**config.mk**
```make
export PLATFORM = sky130hd
export DESIGN_NAME = vedic_seq_mult8
export DESIGN_NICKNAME = d
export VERILOG_FILES = /design/src/rtl/vedic_seq_mult8.sv
export SDC_FILE = /design/constraint.sdc
export NUM_CORES = 1
export LEC_CHECK = 0
export CAP_MARGIN = 10
export CORE_ASPECT_RATIO = 1.1
export CORE_MARGIN = 2
export CORE_UTILIZATION = 50
export DETAILED_ROUTE_END_ITERATION = 10
export GPL_TIMING_DRIVEN = 0
export MAX_ROUTING_LAYER = met4
export PLACE_DENSITY_LB_ADDON = 0.1
export SYNTH_ARGS = -nofsm -noshare
export SYNTH_HDL_FRONTEND = slang
export SYNTH_SLANG_ARGS = --single-unit
```
**constraint.sdc**
```tcl
create_clock -name clk -period 3.17 [get_ports clk]
set_input_delay 0.634 -clock clk [delete_from_list [all_inputs] [get_ports clk]]
set_output_delay 0.634 -clock clk [all_outputs]
set_load 0.02 [all_outputs]
```
**src/rtl/vedic_seq_mult8.sv**
```systemverilog
// vedic_seq_mult8: 8x8 unsigned sequential multiplier built on an external 2x2 Vedic core
// Ports: clk, rst_n (async active-low); in_valid/in_ready/a/b operand handshake;
// pp_a/pp_b digits out to the 2x2 core, pp_p its combinational partial product back;
// out_valid/out_ready/product result handshake; busy high outside IDLE.
// Optional macro VEDIC_SEQ_ZERO_SKIP_EN: a zero operand goes straight to DONE with product 0.
module vedic_seq_mult8 (
  input  logic        clk,
  input  logic        rst_n,
  input  logic        in_valid,
  output logic        in_ready,
  input  logic [7:0]  a,
  input  logic [7:0]  b,
  output logic [1:0]  pp_a,
  output logic [1:0]  pp_b,
  input  logic [3:0]  pp_p,
  output logic        out_valid,
  input  logic        out_ready,
  output logic [15:0] product,
  output logic        busy
);
  typedef enum logic [1:0] {IDLE, CALC, DONE} state_t;
  state_t state, state_nx;
  logic [7:0] a_reg, b_reg;
  logic [15:0] acc, acc_nx;
  logic [3:0] idx, sh;
  logic zero;
`ifdef VEDIC_SEQ_ZERO_SKIP_EN
  assign zero = (a == 8'h00) || (b == 8'h00);
`else
  assign zero = 1'b0;
`endif
  assign in_ready  = state == IDLE;
  assign out_valid = state == DONE;
  assign busy      = state != IDLE;
  // digit weight is 4^(i+j), i.e. a left shift of 2*(i+j)
  assign sh     = {{1'b0, idx[1:0]} + {1'b0, idx[3:2]}, 1'b0};
  assign acc_nx = acc + ({12'h000, pp_p} << sh);
  always_comb begin
    pp_a = state == CALC ? 2'(a_reg >> {idx[1:0], 1'b0}) : 2'b00;
    pp_b = state == CALC ? 2'(b_reg >> {idx[3:2], 1'b0}) : 2'b00;
    state_nx = state;
    if (state == IDLE && in_valid) state_nx = zero ? DONE : CALC;
    else if (state == CALC && idx == 4'hF) state_nx = DONE;
    else if (state == DONE && out_ready) state_nx = IDLE;
  end
  always_ff @(posedge clk or negedge rst_n) begin
    if (!rst_n) begin
      state   <= IDLE;
      a_reg   <= '0;
      b_reg   <= '0;
      acc     <= '0;
      idx     <= '0;
      product <= '0;
    end else begin
      state <= state_nx;
      if (state == IDLE && in_valid) begin
        a_reg <= a;
        b_reg <= b;
        acc   <= '0;
        idx   <= '0;
        if (zero) product <= '0;
      end else if (state == CALC) begin
        acc <= acc_nx;
        idx <= idx + 4'd1;
        if (idx == 4'hF) product <= acc_nx;
      end
    end
  end
endmodule

```
# Yosys cells after proc, flatten, opt, wreduce, memory -nomap -nowiden
# Index checks and enable logic that the tools add are counted.
totals:
  register_bits: 54
  out_inout_bits: 23
  word_cells: 33
classes:
  addsub: 3
  n_eq_ne: 3
  shifts: 3
  n_mux: 9
  bitwise_logic: 1
  n_reduce_logical: 8
ops:
  columns: ["op", "count"]
  rows:
  - ["$mux W16", 2]
  - ["$add A16 B16 Y16", 1]
  - ["$shl A4 B4 Y16", 1]
  - ["$shr A8 B3 Y2", 2]
  - ["$mux W2", 5]
  - ["$mux W4", 2]
  - ["$add A4 B1 Y4 const B", 1]
  - ["$eq A4 B4 Y1 const B", 1]
  - ["$reduce_bool A2 Y1", 2]
  - ["$add A2 B2 Y3", 1]
  - ["$logic_and A1 B1 Y1", 3]
  - ["$reduce_and A3 Y1", 1]
  - ["$reduce_bool A3 Y1", 1]
  - ["$eq A2 B1 Y1 const B", 1]
  - ["$eq A2 B2 Y1 const B", 1]
  - ["$logic_not A2 Y1", 1]
  - ["$not A1 Y1", 1]

# Longest topological paths before layout
# Gate-level depths: netlist (run 1).
logic_depth:
  depth_word: 5
  depth_mapped: 13
  ltp_nobuf: 11

# Worst setup path before layout (run 1)
# OpenSTA, ideal clock, no wires.
synth_path:
  kind: "reg2reg"
  from: "register idx[0]"
  to: "register acc[12]"
  arrival_ns: 3.381
  required_time_ns: 3.101
  path_slack_ns: -0.280
  path_stages_with_launch: 14
  path_buffers: 2
  period_less_slack_ns: 3.450
  path_cell_list: "dfrtp_1 > ha_1 > fa_1 > clkbuf_1 > nand2b_1 > inv_1 > a32o_1 > ha_1 > buf_6 > a21o_1 > a21o_2 > a21o_2 > or4_1 > nand3_1"
synth_between:
  elab_chain_len: 5
synth_rtl:
  columns: ["item", "line_no", "text"]
  rows:
  - ["start, declared", "25", "logic [3:0] idx, sh;"]
  - ["start signal, assigned", "64", "idx <= idx + 4'd1;"]
  - ["$add A2 B2 Y3", "36", "assign sh = {{1'b0, idx[1:0]} + {1'b0, idx[3:2]}, 1'b0};"]
  - ["$shl A4 B4 Y16", "37", "assign acc_nx = acc + ({12'h000, pp_p} << sh);"]
  - ["$add A16 B16 Y16", "37", null]
  - ["$mux W16", "62", "end else if (state == CALC) begin"]
  - ["$mux W16", "56", "if (state == IDLE && in_valid) begin"]
  - ["end signal, assigned", "63", "acc <= acc_nx;"]
  - ["end, declared", "24", "logic [15:0] acc, acc_nx;"]
# Every way passes these cells. The select of a mux whose other input is x is not followed.
# A chain may end at the register's enable or synchronous reset.

# Worst setup path in the final report (run 1)
# Ends and elaborated chain as after synthesis.

==> metrics.cfg, run 1 <==
[timing]
maxClockFrequency_mhz=308.7
tightest_slew_ps=681.5
max-slew-margin-rel_pct=54.57
hold_viol_final=0
period_needed_ps=3239
whs_ps=281.3
clock-skew-final_ps=7.303
slew_viol_final=0
rsz0062_at_grt=yes
setup_violations=2
post-route-period-util_pct=102.2
layout_setup_ws_ps=-69.49

[detailed_routing]
post_drt_wl_per_cell_microns=17.59
drc=0
routed_wl_microns=8796
drt_iter0_drc=232
viasPerCell=5.834
firstDrtPassIters=4
vias=2917
ant_nets=0

[power_and_ir_drop]
p_total_mw=1.208
power.leakage_nw=1.908
peakVddDrop_mv=0.1619
p_per_area_nw_per_um2=274.7

[final_layout]
fin_util_pct=67.45
area_growth_pct=32.47
fin_nets=460
reg_top3=acc: 16 flops, product: 16 flops
nFillCells=519
regArea_sq_um=1355
drive_gt1_share_pct=25.36
antenna-diode-count=0
multiInputGateArea_sq_um=2087
final_cells=500

[synthesis]
synthXorXnorAreaFrac_pct=2.903
syn-cell-area_sq_um=3318
synth-seq-cells=54
ys_seq_area_share_pct=40.72
syn-num-nets=390
synthSimpleGateAreaFrac_pct=20.25
yosys-top-cells-area=dfrtp_1 (41%), ha_1 (6.4%), mux2_2 (5.4%)
synth_fa_ha_area_share_pct=7.617
syn_area_per_cell_sq_um=9.562
yosys_warnings=0
yosys.area.top_type=dfrtp_1
synth-compound-area-share_pct=15.05
synthDistinctLibCells=48
synth_top_family_by_area=simple AND/OR/NAND/NOR gates
synth_top_area_share_pct=40.72
synthArstFlopShare_pct=100.0
synth_edf_count=0
synth.area.mux_share_pct=9.351
synth_ff_type=dfrtp_1
synthCells=347

[placed_design]
finalWeightedCongestion=0.8982
placedCellCount=476
hpwl_microns=5996
portBuffers=46
preCtsSetupSlack_ps=-349.1

[grt]
grt_pass1_wl_microns=13860
grt_usage_pct=26.18
grt_max_degree=34
antenna_found_initial=0
grt-ovfl-total=0
grt_pass1_vias=2912

[floorplanning]
core-area_sq_um=6516
dieArea_sq_um=7305
ios=47
start_util_pct=50.92
die_width_microns=81.67
fp.dieH_microns=89.44
rows=31

[cts]
cts.hold.buffers_added=0
clkLatencyLatePin_ps=320
htree_levels=2
cts_root_buf=clkbuf_8
cts-buffers-inserted=5
cts_tree=yes
cts_buffer_depth=2
cts.sinks=54
clk_pin_slew_ps=100

[setup_path]
crit_required_ps=3430
start_kind=flop
worstPathArrival_ps=3500
cp_max_fo=8
end_kind=flop
critPathKind=flop to flop

[min_path]
worstHoldPathType=primary input to asynchronous set/reset pin

[run_status]
violations=setup timing
outcome=finished with violations

[job]
maxCapViolCount=0

## cell usage after synthesis (all sizes together), types with 5 or more instances
master	n
nand3	34
dfrtp	54
nand2	44
xnor2	6
nand4	13
o21ai	33
clkbuf	15
ha	17
nor2	16
nor2b	6
inv	6
a211o	6
and2	8
a21oi	13
a21o	7
xor2	5
mux2	16
nor3	5
## power breakdown
part | internal (mW) | total, mW | switching (mW)
clock | 0.181 | 0.426 | 0.244
sequential | 0.692 | 0.695 | 0.00269
combinational | 0.0426 | 0.0871 | 0.0445
total | 0.916 | 1.21 | 0.291
## layer usage
metal	track usage, %	vias to the layer above	share of wire, %	wire, microns
li1	-	1390	-	-
met1	31.52	1425	42	3679
met2	44.34	82	52	4530
met3	3.434	20	3.6	317
met4	10.76	0	3.0	268
met5	-	-	0	0
## worst paths after layout
| path | from | to | slack, ps | cells after the start |
|---|---|---|---|---|
| worst max-delay path | idx[0] | acc[12] | -70 | 12 |
| worst min-delay path | rst_n | acc[1] | 280 | 1 |
| worst max register to register | idx[0] | acc[12] | -70 | 12 |
| worst min register to register | product[1] | product[1] | 480 | 2 |
| max in group asynchronous | rst_n | idx[3] | 2310 | 2 |
| min in group clk | product[1] | product[1] | 480 | 2 |
## cell families after synthesis
family          Yosys count
compound gates           76
simple gates            138
xor+xnor                 11
mux                      24
flops                    54
fa+ha+maj                19
buf+inv                  25
## per-stage QoR
step / TNS, ps / area, sq um
after floorplan: -102.0 / 3356
after global placement: -16820 / 3919
after detailed placement: -3803 / 3934
after CTS: -90.39 / 4199
after global routing: -855.8 / 4395
final: -72.75 / 4395
## cell type report
class	count	share of cell area [%]
multi-input cells	268	47.48
flip-flops and latches	54	30.83
repair buffers	65	14.06
plain buffers	17	2.619
well taps	82	2.334
clock buffers	7	1.964
inverters	6	0.5124
clock inverters	1	0.1993
## critical path, cell delays in order, from the launching register on
cell and delay, ps:
dfrtp_2 440, ha_4 160, fa_2 540, buf_8 120, nand2b_4 120, inv_2 30
a32o_2 240, ha_4 260, a21o_1 210, a21o_2 230, a21o_4 220, or4_1 520
nand3_1 80
## placed cells by master, fill, tap and decap left out, types with 9 or more instances in the layout
cell / n
buf_4: 17
clkbuf_8: 9
clkdlybuf4s50_1: 45
dfrtp_1: 51
ha_1: 10
mux2_2: 16
nand2_1: 42
nand3_1: 33
nand4_1: 13
nor2_1: 15
o21ai_0: 22
## what timing repair did
| action | 4_1_cts | 5_1_grt |
|---|---|---|
| gates resized for setup | 18 | 50 |
| buffers inserted | 14 | 4 |
| pin swaps | 15 | 9 |
| endpoints found under the setup margin | 18 | 23 |
| cloned | 1 | 0 |
| hold endpoints to repair | 0 | 0 |
Power figures use the tool's default switching activity.
==> inputs of run 2 (changes only) <==
--- a/config.mk
+++ b/config.mk
@@ -11,7 +11,6 @@
 export CORE_UTILIZATION = 50
 export DETAILED_ROUTE_END_ITERATION = 10
 export GPL_TIMING_DRIVEN = 0
-export MAX_ROUTING_LAYER = met4
 export PLACE_DENSITY_LB_ADDON = 0.1
 export SYNTH_ARGS = -nofsm -noshare
 export SYNTH_HDL_FRONTEND = slang
==> run 2 against run 1 <==
Effect of this change: the run still ends with setup timing left; sequential cell count unchanged; utilization stayed put; sequential power about the same; sequential share of layout area did not move; clock power decreased by 2%; global-route usage down 0.80 points; setup slack worse by 3.7 ps; clock skew shrank 1.3 ps; critical path depth unchanged; maximum frequency fell by 0.11%; die area unchanged; critical path type unchanged; largest cell class unchanged; largest power group unchanged; highest routed layer unchanged.
==> metrics.cfg, run 2 (synthesized netlist as in run 1, its figures left out) <==
[setup_path]
slowest_delay_ps=540  ; about the same
r2r-start=idx[0]  ; unchanged
worstRegToRegCells=12  ; unchanged
crit_required_ps=3420  ; was 3430 ps
cp_num_cells=12  ; unchanged
cp_max_fo=8  ; unchanged
reg2reg_slack_ps=-70  ; about the same
start_kind=flop  ; unchanged
cpMostUsedCell=ha_4  ; unchanged
cp_cell_sequence=ha_4 > fa_2 > buf_8 > nand2b_4 > inv_2 > a32o_2 > ha_4 > a21o_1 > a21o_2 > a21o_4 > or4_1 > nand3_1  ; unchanged
critPathKind=flop to flop  ; unchanged
path_buf_inv=2  ; unchanged
crit_path_top_delay_cell=fa_2  ; unchanged
worstPathArrival_ps=3490  ; was 3500 ps
critical-path-top-delay-family=adder cells  ; unchanged
reg2reg_to=acc[12]  ; unchanged
end_kind=flop  ; unchanged

[grt]
grt_pass1_wl_microns=13850  ; was 13860 microns
antenna_found_initial=0  ; unchanged
met2_usage_pct=44.26  ; was 44.34%
grtUsageMet3_pct=3.636  ; was 3.434%
grt-ovfl-total=0  ; unchanged
grt_pass1_vias=2911  ; was 2912
met1_usage_pct=31.39  ; was 31.52%
top_usage_layer=met2  ; unchanged
grt_usage_pct=25.38  ; was 26.18%
grt_max_degree=34  ; unchanged

[detailed_routing]
drt_iter0_drc=242  ; was 232
firstDrtPassIters=5  ; was 4
ant_nets=0  ; unchanged
post_drt_wl_per_cell_microns=17.52  ; was 17.59 microns
viasPerCell=5.844  ; was 5.834
routed_wl_microns=8760  ; was 8796 microns
drc=0  ; unchanged
vias=2922  ; was 2917

[timing]
tightest_slew_ps=676.1  ; was 681.5 ps
maxClockFrequency_mhz=308.3  ; was 308.7 MHz
clock-skew-final_ps=5.961  ; was 7.303 ps
slew_viol_final=0  ; unchanged
rsz0062_at_grt=yes  ; unchanged
post-route-period-util_pct=102.3  ; was 102.2%
period_needed_ps=3243  ; was 3239 ps
layout_setup_ws_ps=-73.20  ; was -69.49 ps
setup_tns_ps=-77.07  ; was -72.75 ps
whs_ps=285.2  ; was 281.3 ps
hold_viol_final=0  ; unchanged
max-slew-margin-rel_pct=54.93  ; was 54.57%
setup_violations=2  ; unchanged

[min_path]
worstHoldPathType=primary input to asynchronous set/reset pin  ; unchanged

[final_layout]
antenna-diode-count=0  ; unchanged
drive_gt1_share_pct=25.36  ; unchanged
reg_top3=acc: 16 flops, product: 16 flops  ; unchanged
fin_nets=460  ; unchanged
area_growth_pct=32.47  ; unchanged
nFillCells=519  ; unchanged
layout_commonest_cell=dfrtp_1  ; unchanged
final_cell_mix=dfrtp_1 (51), clkdlybuf4s50_1 (45), nand2_1 (42)  ; unchanged

[power_and_ir_drop]
p_switching_mw=0.2840  ; was 0.2913 mW
clkPwrFrac_pct=34.9  ; was 35.2%
power.share.switching_pct=23.66  ; was 24.12%
peakVddDrop_mv=0.1585  ; was 0.1619 mV
power.leakage_nw=1.908  ; unchanged
p_per_area_nw_per_um2=273.0  ; was 274.7 nW/um^2
p_int_mw=0.9161  ; was 0.9162 mW
pwr-share-comb_pct=7.2  ; about the same
power_frac_seq_pct=57.9  ; was 57.5%

[floorplanning]
fp.dieH_microns=89.44  ; unchanged
start_util_pct=50.92  ; unchanged
core-area_sq_um=6516  ; unchanged
dieArea_sq_um=7305  ; unchanged
die_width_microns=81.67  ; unchanged
ios=47  ; unchanged
rows=31  ; unchanged

[placed_design]
finalWeightedCongestion=0.8835  ; was 0.8982
hpwl_microns=5996  ; unchanged
portBuffers=46  ; unchanged

[cts]
cts_buffer_depth=2  ; unchanged
clk_pin_slew_ps=100  ; about the same
cts_root_buf=clkbuf_8  ; unchanged
clkLatencyLatePin_ps=310  ; was 320 ps
cts.hold.buffers_added=0  ; unchanged
cts.sinks=54  ; unchanged
cts_tree=yes  ; unchanged
htree_levels=2  ; unchanged
cts-buffers-inserted=5  ; unchanged

[run_status]
outcome=finished with violations  ; unchanged
violations=setup timing  ; unchanged

[job]
maxCapViolCount=0  ; unchanged

==> run 2: cell counts in the layout (fill, tap and decap cells not counted) <==
Identical to the previous run, type by type.
==> run 2: area by class of cell <==
class | instances | area, sq um | share of cell area, %
clock inverters | 1 | 8.758 | 0.1993
inverters | 6 | 22.52 | 0.5124
clock buffers | 7 | 86.33 | 1.964
well taps | 82 | 102.6 | 2.334
repair buffers | 65 | 618.1 | 14.06
multi-input cells | 268 | 2087 | 47.48
plain buffers | 17 | 115.1 | 2.619
flip-flops and latches | 54 | 1355 | 30.83
==> run 2: per-stage QoR <==
| stage | setup WS (ps) | utilization (%) | cell area [sq um] | power [mW] | std cells |
|---|---|---|---|---|---|
| 2_1_floorplan | -66.88 | - | 3356 | 0.7335 | 347 |
| 3_3_place_gp | -449.6 | 60.14 | 3919 | 0.7840 | 475 |
| 3_5_place_dp | -349.1 | 60.37 | 3934 | 0.7869 | 476 |
| 4_1_cts | -22.75 | 64.44 | 4199 | 1.206 | 498 |
| 5_1_grt | -158.0 | 67.45 | 4395 | 1.247 | 500 |
| 6_report | -73.20 | 67.45 | 4395 | 1.200 | 500 |
==> run 2: how the worst max path moves through the flow <==
stage / from / to / slack [ps]
2_1_floorplan: idx[0] / acc[12] / -70
3_3_place_gp: rst_n / idx[0] / -450
3_5_place_dp: idx[0] / product[10] / -350
4_1_cts: idx[0] / acc[12] / -20
5_1_grt: idx[0] / acc[12] / -160
6_report: idx[0] / acc[12] / -70
==> run 2: power groups by stage <==
stage          Clock [mW]  Combinational (mW)  Sequential [mW]
2_1_floorplan           0              0.0258            0.708
3_3_place_gp            0              0.0758            0.708
3_5_place_dp            0              0.0789            0.708
4_1_cts             0.431              0.0800            0.694
5_1_grt             0.456              0.0962            0.696
6_report            0.418              0.0868            0.695
==> run 2: metal layers <==
| metal | routed length, microns | up-vias |
|---|---|---|
| li1 | - | 1389 |
| met1 | 3682 | 1416 |
| met2 | 4478 | 97 |
| met3 | 355 | 20 |
| met4 | 243 | 0 |
| met5 | 0 | - |
==> run 2: worst reg2reg max path: stages, from the launching register on <==
cell      delay [ps]
dfrtp_2          440
ha_4             160
fa_2             540
buf_8            120
nand2b_4         120
inv_2             30
a32o_2           240
ha_4             260
a21o_1           210
a21o_2           230
a21o_4           230
or4_1            520
nand3_1           80
==> run 2: timing repair <==
item	4_1_cts	5_1_grt
gates cloned	1	0
setup buffers	14	4
endpoints found under the setup margin	18	23
resized for setup	18	50
pin swaps	15	9
==> inputs of run 3 (changes only) <==
--- a/config.mk
+++ b/config.mk
@@ -10,7 +10,6 @@
 export CORE_MARGIN = 2
 export CORE_UTILIZATION = 50
 export DETAILED_ROUTE_END_ITERATION = 10
-export GPL_TIMING_DRIVEN = 0
 export PLACE_DENSITY_LB_ADDON = 0.1
 export SYNTH_ARGS = -nofsm -noshare
 export SYNTH_HDL_FRONTEND = slang
==> run 3 against run 2 <==
Effect of this change: total power grew 6.5%; clock-buffer cell count shrank 2; largest cell class unchanged; the flow still finishes with violations (setup timing); setup slack improved by 6.7 ps.
==> metrics.cfg, run 3 (synthesized netlist as in run 1, its figures left out) <==
[final_layout]
area_growth_pct=32.77  ; was 32.47%
drive_gt1_share_pct=26.23  ; was 25.36%
final_cell_mix=dfrtp_1 (53), clkdlybuf4s50_1 (45), nand2_1 (43), buf_4 (43), nand3_1 (33)  ; was dfrtp_1 (51), clkdlybuf4s50_1 (45), nand2_1 (42)
fin_util_pct=67.61  ; was 67.45%
final_cells=509  ; was 500
antenna-diode-count=0  ; unchanged
reg_top3=acc: 16 flops, product: 16 flops  ; unchanged
fin_nets=469  ; was 460
stdcell_area_sq_um=4405  ; was 4395 sq um
layout_commonest_cell=dfrtp_1  ; unchanged
nFillCells=546  ; was 519

[job]
maxCapViolCount=0  ; unchanged

[floorplanning]
start_util_pct=50.92  ; unchanged
core-area_sq_um=6516  ; unchanged
rows=31  ; unchanged
dieArea_sq_um=7305  ; unchanged
die_width_microns=81.67  ; unchanged
ios=47  ; unchanged
fp.dieH_microns=89.44  ; unchanged

[timing]
hold_viol_final=0  ; unchanged
tightest_slew_ps=787.9  ; was 676.1 ps
setup_violations=3  ; was 2
rsz0062_at_grt=yes  ; unchanged
max-slew-margin-rel_pct=47.47  ; was 54.93%
clock-skew-final_ps=16.76  ; was 5.961 ps
slew_viol_final=0  ; unchanged
post-route-period-util_pct=102.1  ; was 102.3%
layout_setup_ws_ps=-66.53  ; was -73.20 ps
whs_ps=385.8  ; was 285.2 ps
period_needed_ps=3237  ; was 3243 ps
maxClockFrequency_mhz=309.0  ; was 308.3 MHz
setup_tns_ps=-99.66  ; was -77.07 ps

[detailed_routing]
drt_iter0_drc=135  ; was 242
ant_nets=0  ; unchanged
routed_wl_microns=8252  ; was 8760 microns
viasPerCell=5.601  ; was 5.844
vias=2851  ; was 2922
post_drt_wl_per_cell_microns=16.21  ; was 17.52 microns
firstDrtPassIters=4  ; was 5
drc=0  ; unchanged

[cts]
cts-buffers-inserted=5  ; unchanged
cts_buffer_depth=2  ; unchanged
cts.hold.buffers_added=0  ; unchanged
clk_pin_slew_ps=120  ; was 100 ps
cts_root_buf=clkbuf_8  ; unchanged
cts.sinks=54  ; unchanged
htree_levels=2  ; unchanged
clkLatencyLatePin_ps=320  ; was 310 ps
cts_tree=yes  ; unchanged

[power_and_ir_drop]
peakVddDrop_mv=0.2380  ; was 0.1585 mV
p_total_mw=1.278  ; was 1.200 mW
p_per_area_nw_per_um2=290.1  ; was 273.0 nW/um^2
power.leakage_nw=1.980  ; was 1.908 nW

[setup_path]
slowest_delay_ps=660  ; was 540 ps
crit_path_top_delay_cell=fa_2  ; unchanged
cp_cell_sequence=ha_4 > fa_2 > mux2i_2 > nor2b_4 > ha_4 > a21o_1 > a221oi_4 > o21ai_2 > or4_1 > nand3_1  ; was ha_4 > fa_2 > buf_8 > nand2b_4 > inv_2 > a32o_2 > ha_4 > a21o_1 > a21o_2 > a21o_4 > or4_1 > nand3_1
start_kind=flop  ; unchanged
cpMostUsedCell=ha_4  ; unchanged
critical-path-top-delay-family=adder cells  ; unchanged
crit_required_ps=3440  ; was 3420 ps
critPathKind=flop to flop  ; unchanged
path_buf_inv=0  ; was 2
worstPathArrival_ps=3510  ; was 3490 ps
end_kind=flop  ; unchanged
cp_max_fo=7  ; was 8

[grt]
grtUsageMet3_pct=3.434  ; was 3.636%
top_usage_layer=met2  ; unchanged
grt_pass1_vias=2777  ; was 2911
grt_max_degree=35  ; was 34
met2_usage_pct=43.22  ; was 44.26%
grt_pass1_wl_microns=13280  ; was 13850 microns
grt_usage_pct=23.98  ; was 25.38%
grt-ovfl-total=0  ; unchanged
met1_usage_pct=30.23  ; was 31.39%
antenna_found_initial=0  ; unchanged

[placed_design]
preCtsSetupSlack_ps=-164.1  ; was -349.1 ps
placedCellCount=496  ; was 476
placed_area_sq_um=4103  ; was 3934 sq um
hpwl_microns=6220  ; was 5996 microns
finalWeightedCongestion=0.9557  ; was 0.8835
portBuffers=46  ; unchanged

[run_status]
outcome=finished with violations  ; unchanged
violations=setup timing  ; unchanged

[min_path]
worstHoldPathType=primary input to asynchronous set/reset pin  ; unchanged

[run 3: changes by cell type in the layout (fill, tap and decap cells not counted), sizes merged]
cell	previous run	this run
bufinv	0	1
clkinv	0	1
buf	26	46
clkbuf	18	5
[run 3: worst paths after layout]
kind                            startpoint         end  slack, ps  cells past startpoint
worst max-delay path                idx[2]     acc[12]        -70                     10
worst max register to register      idx[2]     acc[12]        -70                     10
max in group asynchronous            rst_n      acc[9]       2200                      2
worst min register to register  product[3]  product[3]        490                      2
min in group clk                product[3]  product[3]        490                      2
worst min-delay path                 rst_n     acc[10]        390                      1
[run 3: power by group]
| part | internal (mW) | switching (mW) |
|---|---|---|
| Combinational | 0.0456 | 0.0438 |
| Sequential | 0.692 | 0.00309 |
| Clock | 0.240 | 0.253 |
[run 3: worst register-to-register path: cells and delay by family, from the launching register on]
kind | cells | cell delay, ps
compound gates | 3 | 790
fa+ha+maj | 3 | 1040
flops | 1 | 420
mux | 1 | 250
simple gates | 3 | 690
[run 3: final cells by class]
cell class / count / area [sq um] / area share, %
clock buffers: 5 / 68.82 / 1.562
clock inverters: 3 / 47.55 / 1.079
inverters: 6 / 22.52 / 0.5112
multi-input cells: 268 / 2002 / 45.44
flip-flops and latches: 54 / 1353 / 30.70
well taps: 82 / 102.6 / 2.329
repair buffers: 91 / 809.5 / 18.38
[run 3: routing by layer]
metal	wire (microns)	vias up	share of wire, %
li1	-	1415	-
met1	3602	1370	44
met2	4293	58	52
met3	247	8	3.0
met4	108	0	1.3
met5	0	-	0
[run 3: timing repair]
action | in CTS | in global routing
pin swaps | 5 | 13
endpoints found under the setup margin | 18 | 18
buffers inserted | 3 | 2
gates resized for setup | 3 | 39
